`src/rtl/apb_pkg.sv`:
```
// Shared types for the APB4 requester bridge: FSM state encoding,
// the PPROT bundle type and the bit positions inside PPROT.
package apb_pkg;

  typedef enum logic [1:0] {
    ST_IDLE   = 2'd0,
    ST_SETUP  = 2'd1,
    ST_ACCESS = 2'd2,
    ST_RESP   = 2'd3
  } apb_state_e;

  typedef logic [2:0] apb_prot_t;

  // PPROT[0]: privileged, PPROT[1]: non-secure, PPROT[2]: instruction
  localparam int PROT_PRIV_BIT   = 0;
  localparam int PROT_NONSEC_BIT = 1;
  localparam int PROT_INSTR_BIT  = 2;

endpackage

```
`src/rtl/apb_addr_decoder.sv`:
```
// Combinational slot decoder: the top SEL_BITS address bits select one of
// SLV_COUNT completer slots. Indices with no slot raise dec_err and leave
// the select vector all-zero.
module apb_addr_decoder #(
  parameter int ADDR_WIDTH = 32,
  parameter int SLV_COUNT  = 4,
  parameter int SEL_BITS   = 4
) (
  input  logic [ADDR_WIDTH-1:0] addr,
  output logic [SLV_COUNT-1:0]  psel,
  output logic                  dec_err
);
  import apb_pkg::*;

  logic [SEL_BITS-1:0] idx;
  logic                unused_low;

  assign idx        = addr[ADDR_WIDTH-1 -: SEL_BITS];
  // Low address bits only travel to PADDR, never into the slot choice.
  assign unused_low = ^addr[ADDR_WIDTH-SEL_BITS-1:0];

  // One-hot select of the addressed slot; no match means a decode error.
  always_comb begin
    psel = '0;
    for (int i = 0; i < SLV_COUNT; i++) begin
      if (idx == SEL_BITS'(i)) psel[i] = 1'b1;
    end
    dec_err = ~|psel;
  end

endmodule

```
`src/rtl/apb4_master_bridge.sv`:
```
// APB4 requester: accepts one command at a time on a valid/ready stream,
// runs it as a SETUP/ACCESS transfer on the addressed PSEL slot and returns
// one response per command. Unmapped addresses answer with an error without
// touching the bus.
// Optional feature macro: APB_TIMEOUT_EN adds an ACCESS watchdog that ends
// a stalled transfer with an error after TIMEOUT_CYCLES ACCESS cycles.
module apb4_master_bridge #(
  parameter int ADDR_WIDTH     = 32,
  parameter int DATA_WIDTH     = 32,
  parameter int SLV_COUNT      = 4,
  parameter int SEL_BITS       = 4,
  parameter int TIMEOUT_CYCLES = 256
) (
  input  logic                    PCLK,
  input  logic                    PRESET,
  input  logic                    cmd_valid,
  output logic                    cmd_ready,
  input  logic [ADDR_WIDTH-1:0]   cmd_addr,
  input  logic                    cmd_write,
  input  logic [DATA_WIDTH-1:0]   cmd_wdata,
  input  logic [DATA_WIDTH/8-1:0] cmd_strb,
  input  logic [2:0]              cmd_prot,
  output logic                    rsp_valid,
  input  logic                    rsp_ready,
  output logic [DATA_WIDTH-1:0]   rsp_rdata,
  output logic                    rsp_err,
  output logic [ADDR_WIDTH-1:0]   PADDR,
  output logic                    PWRITE,
  output logic [SLV_COUNT-1:0]    PSEL,
  output logic                    PENABLE,
  output logic [DATA_WIDTH-1:0]   PWDATA,
  output logic [DATA_WIDTH/8-1:0] PSTRB,
  output logic [2:0]              PPROT,
  input  logic                    PREADY,
  input  logic [DATA_WIDTH-1:0]   PRDATA,
  input  logic                    PSLVERR
);
  import apb_pkg::*;

  apb_state_e              state_q;
  logic [SLV_COUNT-1:0]    dec_psel;
  logic                    dec_err;
  logic [ADDR_WIDTH-1:0]   paddr_q;
  logic                    pwrite_q;
  logic [SLV_COUNT-1:0]    psel_q;
  logic                    penable_q;
  logic [DATA_WIDTH-1:0]   pwdata_q;
  logic [DATA_WIDTH/8-1:0] pstrb_q;
  apb_prot_t               pprot_q;
  logic [DATA_WIDTH-1:0]   rsp_rdata_q;
  logic                    rsp_err_q;

`ifdef APB_TIMEOUT_EN
  localparam int CNT_W = $clog2(TIMEOUT_CYCLES + 1);
  localparam logic [CNT_W-1:0] TMO_LAST = CNT_W'(TIMEOUT_CYCLES - 1);
  logic [CNT_W-1:0] tmo_cnt_q;
`endif

  apb_addr_decoder #(
    .ADDR_WIDTH (ADDR_WIDTH),
    .SLV_COUNT  (SLV_COUNT),
    .SEL_BITS   (SEL_BITS)
  ) u_dec (
    .addr    (cmd_addr),
    .psel    (dec_psel),
    .dec_err (dec_err)
  );

  // Held low while PRESET is high so no command is taken during reset.
  assign cmd_ready = (state_q == ST_IDLE) && !PRESET;
  assign rsp_valid = (state_q == ST_RESP);
  assign rsp_rdata = rsp_rdata_q;
  assign rsp_err   = rsp_err_q;
  assign PADDR     = paddr_q;
  assign PWRITE    = pwrite_q;
  assign PSEL      = psel_q;
  assign PENABLE   = penable_q;
  assign PWDATA    = pwdata_q;
  assign PSTRB     = pstrb_q;
  assign PPROT     = pprot_q;

  // Transfer sequencer: IDLE -> SETUP -> ACCESS (wait on PREADY) -> RESP.
  always_ff @(posedge PCLK) begin
    if (PRESET) begin
      state_q     <= ST_IDLE;
      paddr_q     <= '0;
      pwrite_q    <= 1'b0;
      psel_q      <= '0;
      penable_q   <= 1'b0;
      pwdata_q    <= '0;
      pstrb_q     <= '0;
      pprot_q     <= '0;
      rsp_rdata_q <= '0;
      rsp_err_q   <= 1'b0;
`ifdef APB_TIMEOUT_EN
      tmo_cnt_q   <= '0;
`endif
    end else begin
      case (state_q)
        ST_IDLE: begin
          if (cmd_valid) begin
            if (!dec_err) begin
              state_q  <= ST_SETUP;
              paddr_q  <= cmd_addr;
              pwrite_q <= cmd_write;
              psel_q   <= dec_psel;
              // Reads never carry write data or byte strobes onto the bus.
              pwdata_q <= cmd_write ? cmd_wdata : '0;
              pstrb_q  <= cmd_write ? cmd_strb : '0;
              pprot_q  <= cmd_prot;
            end else begin
              state_q     <= ST_RESP;
              rsp_err_q   <= 1'b1;
              rsp_rdata_q <= '0;
            end
          end
        end
        ST_SETUP: begin
          state_q   <= ST_ACCESS;
          penable_q <= 1'b1;
`ifdef APB_TIMEOUT_EN
          tmo_cnt_q <= '0;
`endif
        end
        ST_ACCESS: begin
          if (PREADY) begin
            state_q     <= ST_RESP;
            rsp_err_q   <= PSLVERR;
            rsp_rdata_q <= pwrite_q ? '0 : PRDATA;
            psel_q      <= '0;
            penable_q   <= 1'b0;
          end
`ifdef APB_TIMEOUT_EN
          // A late PREADY in the last allowed cycle still completes normally.
          else if (tmo_cnt_q == TMO_LAST) begin
            state_q     <= ST_RESP;
            rsp_err_q   <= 1'b1;
            rsp_rdata_q <= '0;
            psel_q      <= '0;
            penable_q   <= 1'b0;
          end else begin
            tmo_cnt_q <= tmo_cnt_q + 1'b1;
          end
`endif
        end
        ST_RESP: begin
          if (rsp_ready) state_q <= ST_IDLE;
        end
        default: state_q <= ST_IDLE;
      endcase
    end
  end

endmodule

```
`config.mk`:
```
export PLATFORM = sky130hd
export DESIGN_NAME = apb4_master_bridge
export DESIGN_NICKNAME = d
export VERILOG_FILES = /design/src/rtl/apb_pkg.sv /design/src/rtl/apb_addr_decoder.sv /design/src/rtl/apb4_master_bridge.sv
export SDC_FILE = /design/constraint.sdc
export NUM_CORES = 1
export LEC_CHECK = 0
export ABC_AREA = 0
export BUFFER_PORTS_ARGS = -buffer_cell sky130_fd_sc_hd__buf_2
export CELL_PAD_IN_SITES_DETAIL_PLACEMENT = 0
export CELL_PAD_IN_SITES_GLOBAL_PLACEMENT = 1
export CORE_ASPECT_RATIO = 0.75
export CORE_MARGIN = 1.5
export CORE_UTILIZATION = 28
export DETAILED_ROUTE_END_ITERATION = 12
export GPL_TIMING_DRIVEN = 0
export PLACE_DENSITY = 0.75
export SETUP_SLACK_MARGIN = 0.05
export SLEW_MARGIN = 20
export SYNTH_ARGS = -nofsm -noshare
export SYNTH_HDL_FRONTEND = slang
export SYNTH_SLANG_ARGS = --single-unit
```
`constraint.sdc`:
```
create_clock -name PCLK -period 1.48 [get_ports PCLK]
set_input_delay 0.296 -clock PCLK [delete_from_list [all_inputs] [get_ports PCLK]]
set_output_delay 0.296 -clock PCLK [all_outputs]
set_load 0.01 [all_outputs]
```
# Word level (Yosys, flattened, before mapping)
# Cells that the tools add are included.
[classes] reduce_logical=12 mux=26 n_eq_ne=11
[ops] cell="32-bit 2-to-1 mux" n=5
[ops] cell="32-bit case mux with 2 select lines" n=1
[ops] cell="4-bit 2-to-1 mux" n=4
[ops] cell="4-bit by 2-bit equality test with 1-bit output, second input constant" n=2
[ops] cell="1-bit 2-to-1 mux" n=8
[ops] cell="2-bit 2-to-1 mux" n=4
[ops] cell="2-bit case mux with 4 select lines" n=1
[ops] cell="4-bit case mux with 2 select lines" n=1
[ops] cell="4-bit AND reduction" n=2
[ops] cell="2-bit != test, second input constant" n=3
[ops] cell="3-bit AND reduction" n=2
[ops] cell="2-bit equality test, second input constant" n=2
[ops] cell="4-bit by 1-bit equality test with 1-bit output, second input constant" n=1
[ops] cell="4-bit zero test" n=1
[ops] cell="2-bit by 1-bit != test with 1-bit output, second input constant" n=2
[ops] cell="1-bit case mux with 2 select lines" n=2
[ops] cell="2-bit nonzero test" n=2
[ops] cell="4-bit OR reduction" n=1
[ops] cell="2-bit by 1-bit equality test with 1-bit output, second input constant" n=1
[ops] cell="2-bit zero test" n=1
[ops] cell="2-bit AND reduction" n=1
[ops] cell="1-bit logical AND" n=1
[ops] cell="1-bit zero test" n=1
[totals] word_cells=59 output_inout_bits=112 register_bits=112 in_bits=110

# Depth between registers and ports, before layout
[logic_depth] word_depth=6 mapped_depth=9 mapped_depth_nobuf=6

# Hierarchy
# Synthesis repeated with hierarchy kept, for this count alone.
[hier_totals] hier_cells=516 area_unflattened_um2=4340.4
[modules_own_cells] module="apb4_master_bridge" seq_area_each_um2=2242.2 instances=1 cells_per_inst=511 area_per_inst_um2=4297.9
[modules_own_cells] module="apb_addr_decoder" seq_area_each_um2=0.0 instances=1 cells_per_inst=5 area_per_inst_um2=42.5

# Worst setup path before layout
# No wires, ideal clock.
[synth_timing] path_type="reg-to-reg" start="register state_q[0]" end="register rsp_err_q, in the netlist rsp_err" path_stages_with_launch=9 arrival_time_ns=1.506 setup_slack_ns=-0.114 period_less_slack_ns=1.594 path_buffers=2 path_cell_list="dfxtp_1 > inv_1 > ha_1 > buf_6 > mux2i_4 > a21oi_4 > buf_6 > nor2_1 > a311oi_2"
[synth_via] elab_chain_cells=3 elab_cells_between_ends=8
[synth_rtl] item="start: declaration" line_no="apb4_master_bridge.sv:40" text="apb_state_e state_q;"
[synth_rtl] item="start signal: assignment" line_no="apb4_master_bridge.sv:85" text="state_q <= ST_IDLE;"
[synth_rtl] item="start signal: assignment" line_no="apb4_master_bridge.sv:103" text="state_q <= ST_SETUP;"
[synth_rtl] item="start signal: assignment" line_no="apb4_master_bridge.sv:112" text="state_q <= ST_RESP;"
[synth_rtl] item="2-bit equality test / 2-bit zero test (equally long branches)" line_no="apb4_master_bridge.sv:99" text="case (state_q)"
[synth_rtl] item="2-bit != test (no source line) / 2-bit nonzero test (equally long branches)"
[synth_rtl] item="4-bit AND reduction (no source line)"
[synth_rtl] item="end signal: assignment" line_no="apb4_master_bridge.sv:94" text="rsp_err_q <= 1'b0;"
[synth_rtl] item="end signal: assignment" line_no="apb4_master_bridge.sv:113" text="rsp_err_q <= 1'b1;"
[synth_rtl] item="end signal: assignment" line_no="apb4_master_bridge.sv:128" text="rsp_err_q <= PSLVERR;"
[synth_rtl] item="end: declaration" line_no="apb4_master_bridge.sv:51" text="logic rsp_err_q;"
# Parallel ways exist; a longest one is shown, timed or not.
# A chain may end at the register's enable or synchronous reset.

# Worst setup path in the final report
[layout_timing] start="register state_q[1]" end="output port cmd_ready"
[layout_via] elab_chain_cells=2
[layout_rtl] item="2-bit zero test" line_no="apb4_master_bridge.sv:70" text="assign cmd_ready = (state_q == ST_IDLE) && !PRESET;"
[layout_rtl] item="1-bit logical AND" line_no="apb4_master_bridge.sv:70"
[layout_rtl] item="end: declaration" line_no="apb4_master_bridge.sv:17" text="output logic cmd_ready,"
# No other way between the ends.

==> impl_metrics.py <==
metrics = {
    "clocking": {
        "clk_path_buf_depth": 2,
        "hold_buffers": 0,
        "cts_sinks": 112,
        "clkLatencyLatePin_ps": 350,
        "htreeDepth": 3,
        "cts_tree": "yes",
        "cts-root-buf": "clkbuf_16",
        "clkTransAtPathRegs_ps": 70,
        "cts_buffers": 9,
    },
    "sta": {
        "rsz0062_at_grt": "true",
        "finalCritPeriodShare_pct": 105,
        "whs_ps": 156,
        "max_slew_margin_pct": 49.5,
        "setup_violations": 51,
        "finalClockSkew_ps": 5.39,
        "finalHoldViolCount": 0,
        "drv_slew": 0,
        "max_clock_freq_mhz": 646,
        "fin_ws_ps": -66.9,
        "worstMarginPinSlew_ps": 758,
        "final.min_clock_period_ps": 1550,
    },
    "final_layout": {
        "final_nets": 880,
        "layout-drive-gt1-share_pct": 57.5,
        "nFillCells": 1472,
        "finalInstanceArea_um2": 7330,
        "insertedDiodeCount": 0,
        "final_cells": 975,
        "syn2layout_area_growth_pct": 70.4,
    },
    "die": {
        "die_h_um": 110,
        "fp-row-count": 39,
        "die_area_um2": 16100,
        "io_pins": 222,
        "start_util_pct": 28.4,
        "placeableCoreArea_um2": 15100,
        "die_x_um": 146,
    },
    "synth": {
        "synth_area_leaders": "dfxtp_1 (52%), nand2_1 (9.2%), a21oi_1 (8.4%)",
        "async_flop_share_pct": 0,
        "synth_nets": 626,
        "syn-mean-instance-area_um2": 8.42,
        "ys_seq_area_share_pct": 52.1,
        "synthFlopType": "dfxtp_1",
        "ys_types": 34,
        "ys_warn_count": 0,
        "syn_inst": 511,
        "yosysMostFrequentCell": "dfxtp_1",
        "synth_top_area_share_pct": 52.1,
        "yosysTopAreaCell": "dfxtp_1",
        "synth_area_um2": 4300,
        "synth_seq_cells": 112,
        "synth-edff-count": 0,
        "synthTopCellsByCount": "dfxtp_1 (112), nand2_1 (106), a21oi_1 (72)",
    },
    "routing": {
        "drtIter0Drc": 121,
        "postRouteAntennaNets": 0,
        "drt-total-wl_um": 15100,
        "vias": 4535,
        "wl_per_cell_um": 15.5,
        "firstDrtPassIters": 4,
        "via_per_inst": 4.65,
        "drc": 0,
    },
    "critical_path": {
        "r2r_end": "rsp_rdata[25]",
        "critPathArrivalTime_ps": 1250,
        "cp_max_fo": 7,
        "cp-startpoint": "state_q[1]",
        "worstSetupPathType": "register to primary output",
        "worstReg2RegStart": "state_q[0]",
        "reg2reg_depth": 8,
        "start_kind": "register",
        "r2r_setup_slack_ps": -50,
        "critPathRequiredTime_ps": 1180,
        "end_kind": "primary output",
    },
    "power_and_ir_drop": {
        "leakage_uw": 0.00308,
        "cellPowerDensity_nw_per_um2": 1290,
        "totalPowerFinal_uw": 9440,
        "ir_drop_uv": 595,
    },
    "place": {
        "placed_area_um2": 5700,
        "dp.cells": 935,
        "gp_congestion": 0.779,
        "portBuffers": 219,
        "hpwl_um": 10200,
    },
    "grt": {
        "grt_overflow": 0,
        "grt_max_degree": 18,
        "grt_pass1_wl_um": 21600,
        "track_usage_pct": 17.2,
        "antenna_found_initial": 0,
        "first_global_vias": 3967,
    },
    "run_status": {
        "violations": "negative setup slack",
        "outcome": "complete, but fails checks",
    },
    "job": {
        "drv_cap": 0,
    },
    "worst_hold_path": {
        "holdPathEnd": "rsp_rdata[7]",
        "hp-start": "PRDATA[7]",
        "hp-class": "input pin to register",
        "hold_depth": 3,
    },
}
-- per-stage QoR --
step | util, % | TNS [ps] | setup slack, ps
6_report | 48.5 | -1210 | -66.9
5_1_grt | 48.5 | -6710 | -125
4_1_cts | 41.9 | -3600 | -125
3_5_place_dp | 37.7 | -34970 | -445
3_3_place_gp | 37.7 | -33610 | -431
2_1_floorplan | - | -62.5 | -3.76
-- state kept, by name, indices dropped and copies added (netlist names) --
signal     cells
PADDR         32
PWDATA        32
rsp_rdata     32
PSEL           4
PSTRB          4
PPROT          3
state_q        2
PENABLE        1
PWRITE         1
rsp_err        1
-- worst max path at each step --
stage                          to  slack [ps]  cells after the start
floorplan                 rsp_err          -4                      8
global placement         PPROT[2]        -430                      4
detailed placement      PADDR[25]        -440                      6
CTS                 rsp_rdata[27]        -120                      9
global route              PSEL[1]        -130                      6
finish                  cmd_ready         -70                      4
-- power by group --
group,internal [µW],leakage (µW),switching [µW]
clock network,1190,0.000121,1140
registers,3280,0.000907,148
logic,1760,0.00206,1920
total,6230,0.00308,3210
-- final cells by class --
class | instances | area [µm²] | area share (%)
clock buffers | 12 | 246 | 3.36
plain buffers | 42 | 383 | 5.22
clock inverters | 4 | 30.0 | 0.410
well taps | 205 | 256 | 3.50
multi-input cells | 351 | 2640 | 36.0
inverters | 5 | 23.8 | 0.324
repair buffers | 244 | 1510 | 20.6
flip-flops and latches | 112 | 2250 | 30.6
-- worst max-delay path: stages, from the launching register on --
cell and delay (ps):
dfxtp_4 370, inv_4 70, ha_4 190, nor2b_1 130, buf_2 150
-- cells in the final DEF, fill, tap and decap left out, drive strengths merged, types with 2 or more instances in the layout --
master and n:
ha 5, nand2 106, mux2i 2, nand3b 2, clkbuf 40, nand2b 32, clkinvlp 4, nor2b 3
a21oi 73, inv 5, dfxtp 112, o21ai 34, nor2 10, buf 258, nand3 69, nor3b 3
-- kinds of logic after synthesis --
| logic type | after synthesis | share of synthesized area, % |
|---|---|---|
| adders and majority gates | 5 | 1.45 |
| muxes | 2 | 0.756 |
| and+or+nand+nor | 230 | 25.1 |
| AOI/OAI and AO/OA | 114 | 14.3 |
| DFF | 112 | 52.1 |
| buffers and inverters | 48 | 6.25 |
-- per-layer routing --
metal / global-route usage, % / wire (µm) / vias to the layer above
met5: 0 / 0 / -
met4: 4.91 / 144 / 0
met3: 4.73 / 748 / 9
met2: 26.4 / 6940 / 121
met1: 23.7 / 7310 / 2166
li1: - / - / 2239
-- timing repair --
action                                  4_1_cts  5_1_grt
endpoints found under the hold margin         0        0
buffers inserted                             10        2
gates resized for setup                      53      211
endpoints found under the setup margin      112      113
cloned                                        6        7
pin swaps                                    25      124
No activity file was read; power rests on OpenSTA's default activity.
